### src/rtl/alu_scheduler.sv
// alu_scheduler: round-robin sequencer sharing one combinational ALU between two requesters.
// Ports:
//   clk, rst                      clock and synchronous active-high reset
//   req0_* / req1_*               valid/ready request channels carrying {op, a, b}
//   alu_op, alu_a, alu_b, alu_out shared ALU interface (operands registered, result sampled)
//   rsp_*                         valid/ready response channel with id, data and Z/N/V/err flags

package alu_scheduler_pkg;

    localparam int unsigned OP_W = 4;

    // Opcode set of the shared ALU; codes 8..15 are undefined and return 0.
    typedef enum logic [OP_W-1:0] {
        OP_AND  = 4'd0,
        OP_OR   = 4'd1,
        OP_XOR  = 4'd2,
        OP_ADD  = 4'd3,
        OP_SUB  = 4'd4,
        OP_MULT = 4'd5,
        OP_DIV  = 4'd6,
        OP_MOD  = 4'd7
    } op_code_e;

endpackage

module alu_scheduler
    import alu_scheduler_pkg::*;
#(
    parameter int unsigned N = 4
) (
    input  logic         clk,
    input  logic         rst,

    input  logic         req0_valid,
    output logic         req0_ready,
    input  op_code_e     req0_op,
    input  logic [N-1:0] req0_a,
    input  logic [N-1:0] req0_b,

    input  logic         req1_valid,
    output logic         req1_ready,
    input  op_code_e     req1_op,
    input  logic [N-1:0] req1_a,
    input  logic [N-1:0] req1_b,

    output op_code_e     alu_op,
    output logic [N-1:0] alu_a,
    output logic [N-1:0] alu_b,
    input  logic [N-1:0] alu_out,

    output logic         rsp_valid,
    input  logic         rsp_ready,
    output logic         rsp_id,
    output logic [N-1:0] rsp_data,
    output logic         rsp_z,
    output logic         rsp_n,
    output logic         rsp_v,
    output logic         rsp_err
);

    localparam int unsigned MSB = N - 1;

    typedef enum logic [1:0] {
        S_IDLE = 2'd0,
        S_EXEC = 2'd1,
        S_RESP = 2'd2
    } state_e;

    state_e       state;
    logic         last_grant;
    logic         id_q;

    logic         grant;
    logic         accept;
    logic         div_zero;
    logic [N-1:0] result;
    logic         ovf;

    // Arbitration: sole requester wins; on contention the one not granted last time wins.
    always_comb begin
        grant      = 1'b0;
        accept     = 1'b0;
        req0_ready = 1'b0;
        req1_ready = 1'b0;
        if (req0_valid && req1_valid) begin
            grant = ~last_grant;
        end else begin
            grant = req1_valid;
        end
        accept     = (state == S_IDLE) && (req0_valid || req1_valid);
        req0_ready = accept && !grant;
        req1_ready = accept && grant;
    end

    // Result and flags from the latched operands and the ALU output.
    always_comb begin
        div_zero = 1'b0;
        result   = alu_out;
        ovf      = 1'b0;
        if ((alu_op == OP_DIV || alu_op == OP_MOD) && (alu_b == '0)) begin
            div_zero = 1'b1;
            result   = '0;
        end
        case (alu_op)
            OP_ADD:  ovf = (alu_a[MSB] == alu_b[MSB]) && (result[MSB] != alu_a[MSB]);
            OP_SUB:  ovf = (alu_a[MSB] != alu_b[MSB]) && (result[MSB] != alu_a[MSB]);
            default: ovf = 1'b0;
        endcase
    end

    // Sequencer: IDLE accepts, EXEC samples the ALU, RESP holds until taken.
    always_ff @(posedge clk) begin
        if (rst) begin
            state      <= S_IDLE;
            last_grant <= 1'b1;
            id_q       <= 1'b0;
            alu_op     <= OP_AND;
            alu_a      <= '0;
            alu_b      <= '0;
            rsp_valid  <= 1'b0;
            rsp_id     <= 1'b0;
            rsp_data   <= '0;
            rsp_z      <= 1'b0;
            rsp_n      <= 1'b0;
            rsp_v      <= 1'b0;
            rsp_err    <= 1'b0;
        end else begin
            case (state)
                S_IDLE: begin
                    if (accept) begin
                        alu_op     <= grant ? req1_op : req0_op;
                        alu_a      <= grant ? req1_a  : req0_a;
                        alu_b      <= grant ? req1_b  : req0_b;
                        id_q       <= grant;
                        last_grant <= grant;
                        state      <= S_EXEC;
                    end
                end
                S_EXEC: begin
                    rsp_valid <= 1'b1;
                    rsp_id    <= id_q;
                    rsp_data  <= result;
                    rsp_z     <= (result == '0);
                    rsp_n     <= result[MSB];
                    rsp_v     <= ovf;
                    rsp_err   <= div_zero;
                    state     <= S_RESP;
                end
                S_RESP: begin
                    if (rsp_ready) begin
                        rsp_valid <= 1'b0;
                        state     <= S_IDLE;
                    end
                end
                default: state <= S_IDLE;
            endcase
        end
    end

endmodule
### config.mk
export PLATFORM = sky130hd
export DESIGN_NAME = alu_scheduler
export DESIGN_NICKNAME = d
export VERILOG_FILES = /design/src/rtl/alu_scheduler.sv
export SDC_FILE = /design/constraint.sdc
export NUM_CORES = 1
export LEC_CHECK = 0
export CORE_MARGIN = 2
export CORE_UTILIZATION = 34
export CTS_CLUSTER_SIZE = 24
export DETAILED_ROUTE_END_ITERATION = 8
export GPL_ROUTABILITY_DRIVEN = 0
export PLACE_DENSITY_LB_ADDON = 0.25
export SYNTH_ARGS = -nofsm -noshare
export SYNTH_HDL_FRONTEND = slang
export SYNTH_SLANG_ARGS = --single-unit
export TNS_END_PERCENT = 50
### constraint.sdc
create_clock -name clk -period 1.2 [get_ports clk]
set_input_delay 0.12 -clock clk [delete_from_list [all_inputs] [get_ports clk]]
set_output_delay 0.12 -clock clk [all_outputs]
set_load 0.005 [all_outputs]
==> results_dict.tcl, run 1 <==
set metrics [dict create \
    status "finished, violations left" \
    violations "setup timing" \
    crit_type "reg -> out" \
    grt_start_max_net_pins 16 \
    switching_share_pct 28.5 \
    synthSimpleGateAreaFrac_pct 21.5 \
    grt_pass1_vias 1177 \
    grt_pass1_wl_mm 5.14 \
    first_pass_iters 8 \
    drtAntennaViolNets 0 \
    synth_top_area_share_pct 48.3 \
    dp_hpwl_mm 2.24 \
    cts_buffer_depth 2 \
    antenna_cells 0 \
    arrival_ns 1.28 \
    cp_slowest_cell "dfxtp_4" \
    die_x_um 59.2 \
    syn_to_final_growth_pct 84.5 \
    synthMuxAreaShare_pct 0 \
    yosysWarnings 0 \
    slew_headroom_pct 71.5 \
    worstPathMaxFanout 2 \
    max_freq_mhz 712 \
    clk_latency_ns 0.31 \
    max_stage_delay_ns 0.38 \
    final_core_util_pct 64.2 \
    synthCells 106 \
    power.share.sequential_pct 48.4 \
    finalHoldViolCount 0 \
    path_cells "buf_6 -> a2111oi_4 -> buf_2" \
    tightest_slew_ns 0.426 \
    netlist-cell-type-count 33 \
    htree_levels 1 \
    via_per_inst 5.29 \
    powerDensity_nw_per_um2 1050 \
    rsz0062_at_grt "yes" \
    finClkSkew_ns 0.0119 \
    routed-via-count 1133 \
    synth_nets 139 \
    fin_nets 215 \
    cp-start-kind "register" \
    ioPinCount 57 \
    gr-total-overflow 0 \
    drt-total-wl_mm 3.13 \
    initial_core_util_pct 34.8 \
    wl_per_cell_um 14.6 \
    rows 20 \
    hold_buffers 0 \
    drcViolationCount 0 \
    fin_ws_ns -0.204 \
    synthAdderAreaFrac_pct 0 \
    synthTopCellsByArea "dfxtp_1 (48%), a222oi_1 (12%), nor2_1 (6.9%)" \
    drt_iter0_drc 49 \
    seq_area_frac_synth_pct 48.3 \
    synth_xor_area_share_pct 0.845 \
    dieArea_um2 3500 \
    leakage_nw 0.812 \
    combPwrFrac_pct 33.1 \
    syn_area_um2 1040 \
    critPathRequiredTime_ns 1.08 \
    synth-compound-area-share_pct 24.3 \
    cts_buffers 3 \
    net-switching-power_mw 0.573 \
    track_usage_pct 19.0 \
    timing.final.crit_share_pct 117 \
    maxSlewViolCount 0 \
    antenna_found_initial 0 \
    synth_top_family_by_area "compound AO/OA/AOI/OAI gates" \
    clockPowerShare_pct 18.5 \
    die_h_um 59.2 \
    p_int_mw 1.44 \
    finalCriticalPeriod_ns 1.40 \
    cts_tree "built" \
    end_kind "output port" \
    maxCapViolations 0 \
    hp-class "in -> reg" \
    cts.sinks 25 \
    port_buffers 56 \
    core_area_um2 2980 \
    syn_avg_cell_area_um2 9.77 \
    drive_gt1_share_pct 41.4 \
    pre_cts_slack_ns -0.633 \
    root_buffer "clkbuf_4" \
    ir_drop_uv 480 \
    synth_seq_cells 25 \
    cts.clk_slew.worst_paths_ns 0.13 \
    setup_viol 19 \
    netlist.top_cell.by_area "dfxtp_1" \
]
area by class of cell:
type	instances	area, um^2
clock buffers	3	22.5
flip-flops and latches	25	538
clock inverters	1	5.00
well taps	33	41.3
inverters	1	3.75
fillers	230	1070
multi-input cells	71	564
repair buffers	80	737
state kept, by name, indices dropped and copies added (netlist names):
| name | count |
|---|---|
| rsp_z | 1 |
| rsp_valid | 1 |
| alu_op | 4 |
| rsp_data | 4 |
| state | 2 |
| alu_b | 4 |
| alu_a | 4 |
| id_q | 1 |
| rsp_v | 1 |
| last_grant | 1 |
| rsp_id | 1 |
| rsp_err | 1 |
power by group through the flow:
stage | combinational (mW) | clock (mW) | sequential [mW]
after floorplan | 0.257 | 0 | 0.984
after global placement | 0.599 | 0 | 0.977
after detailed placement | 0.611 | 0 | 0.984
after CTS | 0.653 | 0.387 | 0.970
after global routing | 0.727 | 0.425 | 0.984
final | 0.667 | 0.372 | 0.974
critical path: cells and delay by family (launching register included):
kind | cells | cell delay, ns
DFF | 1 | 0.38
AOI/OAI and AO/OA | 1 | 0.31
buffers and inverters | 2 | 0.30
cells in the mapped netlist:
| master | count |
|---|---|
| clkbuf_1 | 4 |
| o21ai_0 | 1 |
| nor2b_1 | 1 |
| or4_1 | 1 |
| o21ai_1 | 1 |
| and4bb_2 | 1 |
| nor4b_1 | 1 |
| a211o_1 | 1 |
| or3b_1 | 1 |
| a211oi_1 | 2 |
| nand3b_1 | 3 |
| nor2_2 | 1 |
| a222oi_1 | 12 |
| buf_4 | 1 |
| nand2b_1 | 1 |
| xnor2_1 | 1 |
| buf_6 | 1 |
| buf_2 | 3 |
| nor2_1 | 19 |
| nand2_1 | 6 |
| a2111oi_4 | 1 |
| a2111oi_2 | 1 |
| or3b_2 | 1 |
| dfxtp_1 | 25 |
| a21oi_1 | 5 |
| nand4bb_1 | 1 |
| a22oi_1 | 3 |
| nor3_1 | 1 |
| and3_1 | 1 |
| nand4b_1 | 1 |
| inv_1 | 1 |
| nand3_1 | 2 |
| a21boi_0 | 1 |
per-stage QoR:
stage	total power [mW]	hold WS, ns	cells	area (um^2)	setup TNS (ns)
global route	2.14	0.380	214	1910	-3.78
global placement	1.58	0.445	200	1740	-7.34
detailed placement	1.60	0.454	200	1740	-7.86
finish	2.01	0.330	214	1910	-2.30
CTS	2.01	0.408	213	1890	-2.18
floorplan	1.24	0.268	106	1080	-0.114
timing repair:
item / CTS / global route
resized for setup: 67 / 17
endpoints found under the setup margin: 44 / 27
pin swaps: 3 / 11
cloned: 0 / 1
buffers inserted: 9 / 1
per-layer routing:
layer  wire (um)  track usage (%)  vias up
li1            -                -      556
met1        1320             23.5      520
met2        1490             31.7       53
met3         294             6.55        4
met4          27             4.55        0
met5           0                0        -
kinds of logic after synthesis:
group                  Yosys count
AND/OR/NAND/NOR                 42
AO/OA/AOI/OAI                   28
flip-flops                      25
XOR/XNOR                         1
buffers and inverters           10
final timing paths:
path               from          to  slack [ns]  depth (start not counted)
min reg2reg      rsp_id      rsp_id        0.46                          2
min          req0_valid    state[0]        0.33                          3
max reg2reg   alu_op[0]       rsp_v       -0.16                          4
max            state[0]  req0_ready       -0.20                          3
placed cells by master (no fill, tap or decap), types with 3 or more instances in the layout:
master and count:
a222oi_1 12, dfxtp_4 3, dlygate4sd2_1 18, a21oi_1 3
nand3b_1 3, clkbuf_2 3, buf_6 7, nand2_1 5
dfxtp_2 21, clkbuf_4 3, buf_4 17, nor2_1 18
clkdlybuf4s50_1 30
No activity file was read; power rests on OpenSTA's default activity.
==> run 2: changes to the inputs <==
--- a/config.mk
+++ b/config.mk
@@ -10,7 +10,7 @@
 export CTS_CLUSTER_SIZE = 24
 export DETAILED_ROUTE_END_ITERATION = 8
 export GPL_ROUTABILITY_DRIVEN = 0
-export PLACE_DENSITY_LB_ADDON = 0.25
+export PLACE_DENSITY = 0.77
 export SYNTH_ARGS = -nofsm -noshare
 export SYNTH_HDL_FRONTEND = slang
 export SYNTH_SLANG_ARGS = --single-unit
==> run 2 against run 1 <==
Effect of this change: the flow still finishes with violations (setup timing); clock power grew 11%; sequential power shrank 0.4%; combinational power grew 24%; non-clock buffer count grew 15; die area is the same; first-iteration DRC count grew 33%; hold slack gained 0.070 ns; worst setup slack lost 0.021 ns; highest routed layer unchanged; maximum frequency shrank 1.4%; count of clock-buffer cells in the layout is the same; core utilization grew 6.6 points; power grew 9.7%.
==> results_dict.tcl, run 2 (synthesis results as in run 1) <==
set metrics [dict create \
    die_x_um 59.2 \
    fin_ws_ns -0.225 \
    antenna_found_initial 0 \
    timing.final.crit_share_pct 119 \
    core_area_um2 2980 \
    leakage_nw 0.894 \
    drtAntennaViolNets 0 \
    rows 20 \
    htree_levels 1 \
    initial_core_util_pct 34.8 \
    root_buffer "clkbuf_4" \
    ioPinCount 57 \
    rsz0062_at_grt "yes" \
    dp_hpwl_mm 2.52 \
    r2r_start "alu_op[2]" \
    grt_start_max_net_pins 16 \
    cts_buffers 3 \
    die_h_um 59.2 \
    status "finished, violations left" \
    arrival_ns 1.30 \
    startpoint "state[0]" \
    dieArea_um2 3500 \
    maxSlewViolCount 0 \
    clk_latency_ns 0.34 \
    worstPathMaxFanout 2 \
    port_buffers 56 \
    routed-via-count 1243 \
    wl_per_cell_um 16.5 \
    finClkSkew_ns 0.0124 \
    cts.clk_slew.worst_paths_ns 0.16 \
    end_kind "output port" \
    slew_headroom_pct 78.5 \
    syn_to_final_growth_pct 103 \
    min_from "req1_op[0]" \
    ir_drop_uv 668 \
    grt_pass1_wl_mm 5.73 \
    gr-total-overflow 0 \
    finalCriticalPeriod_ns 1.42 \
    fin_nets 230 \
    violations "setup timing" \
    track_usage_pct 21.8 \
    cts_buffer_depth 2 \
    cts.sinks 25 \
    setup_viol 24 \
    first_pass_iters 5 \
    maxCapViolations 0 \
    hp-class "in -> reg" \
    finalHoldViolCount 0 \
    drt-total-wl_mm 3.78 \
    cp-start-kind "register" \
    final_cells 229 \
    cts_tree "built" \
    tightest_slew_ns 0.323 \
    critPathRequiredTime_ns 1.08 \
    final_cell_area_um2 2110 \
    max_freq_mhz 702 \
    via_per_inst 5.43 \
    placed_cell_area_um2 1790 \
    final_cell_mix "clkdlybuf4s50_1 (32), buf_4 (28), dfxtp_2 (22)" \
    drcViolationCount 0 \
    drt_iter0_drc 65 \
    powerDensity_nw_per_um2 1050 \
    antenna_cells 0 \
    drive_gt1_share_pct 48.5 \
    hold_buffers 0 \
    layout_commonest_cell "clkdlybuf4s50_1" \
    grt_pass1_vias 1365 \
    place_inst 207 \
    crit_type "reg -> out" \
]
[run 2: cell types whose count changed in the layout (fill, tap and decap cells not counted), sizes merged, moves of 2 or more]
cell	delta
clkdlybuf4s15	+3
clkbuf	-3
clkdlybuf4s50	+2
buf	+17
dlygate4sd2	-3
[run 2: area by class of cell]
| type | count | area (um^2) |
|---|---|---|
| inverter | 1 | 3.75 |
| multi-input combinational | 71 | 613 |
| clock inverter | 1 | 7.51 |
| tap | 33 | 41.3 |
| fill | 201 | 871 |
| clock buffer | 3 | 22.5 |
| sequential | 25 | 536 |
| timing repair buffer | 95 | 883 |
[run 2: path summary, 6_finish.rpt]
path	to	slack, ns	depth (start not counted)
worst min register to register	rsp_err	0.46	2
worst min-delay path	alu_op[0]	0.40	3
worst max-delay path	req0_ready	-0.22	3
worst max register to register	rsp_v	-0.22	4
[run 2: per-layer routing]
| metal | global-route usage [%] | share of wire, % | vias up |
|---|---|---|---|
| met2 | 41.0 | 52 | 49 |
| met1 | 22.2 | 39 | 598 |
| met4 | 10.4 | 1.9 | 0 |
| met5 | 0 | 0 | - |
| met3 | 5.24 | 6.8 | 8 |
| li1 | - | - | 588 |
[run 2: report_power, final]
| part | total [mW] | switching (mW) | leakage (nW) | internal (mW) |
|---|---|---|---|---|
| Clock | 0.413 | 0.286 | 0.0139 | 0.128 |
| Sequential | 0.970 | 0.0536 | 0.215 | 0.917 |
| Combinational | 0.824 | 0.331 | 0.666 | 0.493 |
| Total | 2.21 | 0.670 | 0.894 | 1.54 |
[run 2: critical path: stages (launching register included)]
cell	delay [ns]
dfxtp_4	0.38
buf_6	0.12
a2111oi_4	0.30
buf_2	0.18
[run 2: what timing repair did]
| action | 4_1_cts | 5_1_grt |
|---|---|---|
| setup buffers | 17 | 1 |
| setup endpoints to repair | 45 | 29 |
| resized for setup | 85 | 15 |
| pin swaps | 21 | 4 |
[run 2: stage by stage]
step | util, % | hold WS, ns | setup slack [ns] | TNS (ns) | power, mW
floorplan | - | 0.268 | -0.0906 | -0.114 | 1.24
global placement | 60.2 | 0.444 | -0.593 | -6.94 | 1.61
finish | 70.8 | 0.400 | -0.225 | -2.67 | 2.21
global route | 70.8 | 0.412 | -0.287 | -4.05 | 2.29
detailed placement | 60.2 | 0.450 | -0.604 | -7.86 | 1.64
CTS | 68.3 | 0.393 | -0.229 | -2.53 | 2.14
==> run 3: changes to the inputs <==
--- a/config.mk
+++ b/config.mk
@@ -6,11 +6,11 @@
 export NUM_CORES = 1
 export LEC_CHECK = 0
 export CORE_MARGIN = 2
-export CORE_UTILIZATION = 34
+export CORE_UTILIZATION = 38
 export CTS_CLUSTER_SIZE = 24
 export DETAILED_ROUTE_END_ITERATION = 8
 export GPL_ROUTABILITY_DRIVEN = 0
-export PLACE_DENSITY = 0.77
+export PLACE_DENSITY = 0.81
 export SYNTH_ARGS = -nofsm -noshare
 export SYNTH_HDL_FRONTEND = slang
 export SYNTH_SLANG_ARGS = --single-unit
==> constraint.sdc (replaced) <==
create_clock -name clk -period 1.34 [get_ports clk]
set_input_delay 0.134 -clock clk [delete_from_list [all_inputs] [get_ports clk]]
set_output_delay 0.134 -clock clk [all_outputs]
set_load 0.005 [all_outputs]
==> run 3 against run 2 <==
Effect of this change: the run still ends with setup timing left; core utilization up 1.6 points; via count down 8.8%; die area down 9.8%; global-route usage down 1.5 points; combinational power down 32%; count of clock-buffer cells in the layout up 1.
==> results_dict.tcl, run 3 (synthesis results as in run 1) <==
set metrics [dict create \
    gr-total-overflow 0 \
    maxSlewViolCount 0 \
    worstPathMaxFanout 2 \
    port_buffers 56 \
    drt-total-wl_mm 2.98 \
    finalCriticalPeriod_ns 1.36 \
    final_cells 206 \
    violations "setup timing" \
    leakage_nw 0.770 \
    setup_viol 2 \
    fin_ws_ns -0.0173 \
    antenna_cells 0 \
    end_kind "output port" \
    final_cell_area_um2 1830 \
    antenna_found_initial 0 \
    clk_latency_ns 0.30 \
    timing.hold.ws_ns 0.431 \
    place_inst 198 \
    drt_iter0_drc 46 \
    path_cells "nand2_2 -> a2111oi_4 -> buf_2" \
    root_buffer "clkbuf_4" \
    dieArea_um2 3160 \
    drcViolationCount 0 \
    core_area_um2 2520 \
    routed-via-count 1134 \
    arrival_ns 1.22 \
    drive_gt1_share_pct 31.8 \
    cp_slowest_cell "dfxtp_2" \
    finalHoldViolCount 0 \
    status "finished, violations left" \
    cts_tree "built" \
    max_freq_mhz 737 \
    crit_type "reg -> out" \
    ir_drop_uv 773 \
    cp-start-kind "register" \
    cts.sinks 25 \
    finClkSkew_ns 0.00430 \
    max_stage_delay_ns 0.36 \
    nFillCells 194 \
    rsz0062_at_grt "yes" \
    final_core_util_pct 72.4 \
    cts_buffers 3 \
    grt_pass1_vias 1121 \
    grt_start_max_net_pins 18 \
    wl_per_cell_um 14.5 \
    hold_buffers 0 \
    hp-class "in -> reg" \
    finalPower_mw 1.75 \
    timing.final.crit_share_pct 101 \
    htree_levels 1 \
    tightest_slew_ns 0.349 \
    fin_nets 210 \
    track_usage_pct 20.3 \
    via_per_inst 5.50 \
    first_pass_iters 4 \
    r2r_slack_ns -0.01 \
    slew_headroom_pct 76.4 \
    drtAntennaViolNets 0 \
    layout_commonest_cell "clkdlybuf4s50_1" \
    powerDensity_nw_per_um2 957 \
    grt_pass1_wl_mm 5.10 \
    ioPinCount 57 \
    placed_cell_area_um2 1700 \
    cts_buffer_depth 2 \
    setup_tns_ns -0.0275 \
    rows 18 \
    critPathRequiredTime_ns 1.21 \
    die_x_um 56.2 \
    maxCapViolations 0 \
    die_h_um 56.2 \
    pre_cts_slack_ns -0.541 \
    syn_to_final_growth_pct 76.2 \
    final_cell_mix "clkdlybuf4s50_1 (43), nor2_1 (18), buf_4 (18)" \
    initial_core_util_pct 41.1 \
    dp_hpwl_mm 2.26 \
    cts.clk_slew.worst_paths_ns 0.13 \
]
run 3: cell count changes in the layout (fill, tap and decap cells not counted), sizes merged:
cell,previous run,this run
buf,43,20
clkbuf,3,5
clkdlybuf4s15,5,0
clkdlybuf4s50,32,43
clkinvlp,1,0
dlygate4sd2,15,6
dlymetal6s2s,0,5
run 3: final cells by class:
type | instances | area (um^2) | area share [%]
tap | 30 | 37.5 | 2.06
clock buffer | 4 | 26.3 | 1.44
timing repair buffer | 75 | 702 | 38.5
inverter | 1 | 3.75 | 0.206
sequential | 25 | 529 | 29.0
multi-input combinational | 71 | 527 | 28.9
run 3: repair_timing:
action                                  CTS  global route
gates resized for setup                  32            19
endpoints found under the setup margin   20            31
setup buffers                             3             1
pin swaps                                 2             3
run 3: layer usage:
metal | vias to the layer above | track usage [%] | share of wire, %
met3 | 4 | 5.12 | 6.8
met4 | 0 | 9.18 | 1.1
met2 | 56 | 32.9 | 49
met1 | 529 | 25.1 | 43
met5 | - | 0 | 0
li1 | 545 | - | -
run 3: path summary, 6_finish.rpt:
kind / startpoint / endpoint / cells after the start
max: last_grant / req0_ready / 3
min: req1_valid / state[0] / 5
max reg2reg: alu_op[2] / rsp_v / 5
min reg2reg: rsp_id / rsp_id / 2
run 3: power breakdown:
group          total, mW  switching, mW  internal (mW)
Clock              0.320          0.204          0.116
Combinational      0.558          0.224          0.334
Sequential         0.869         0.0486          0.820
Total               1.75          0.476           1.27
run 3: critical path, delay by kind of cell (launching register included):
| family | cells | cell delay [ns] |
|---|---|---|
| AND/OR/NAND/NOR | 1 | 0.07 |
| buffers and inverters | 1 | 0.18 |
| AO/OA/AOI/OAI | 1 | 0.31 |
| flip-flops | 1 | 0.36 |
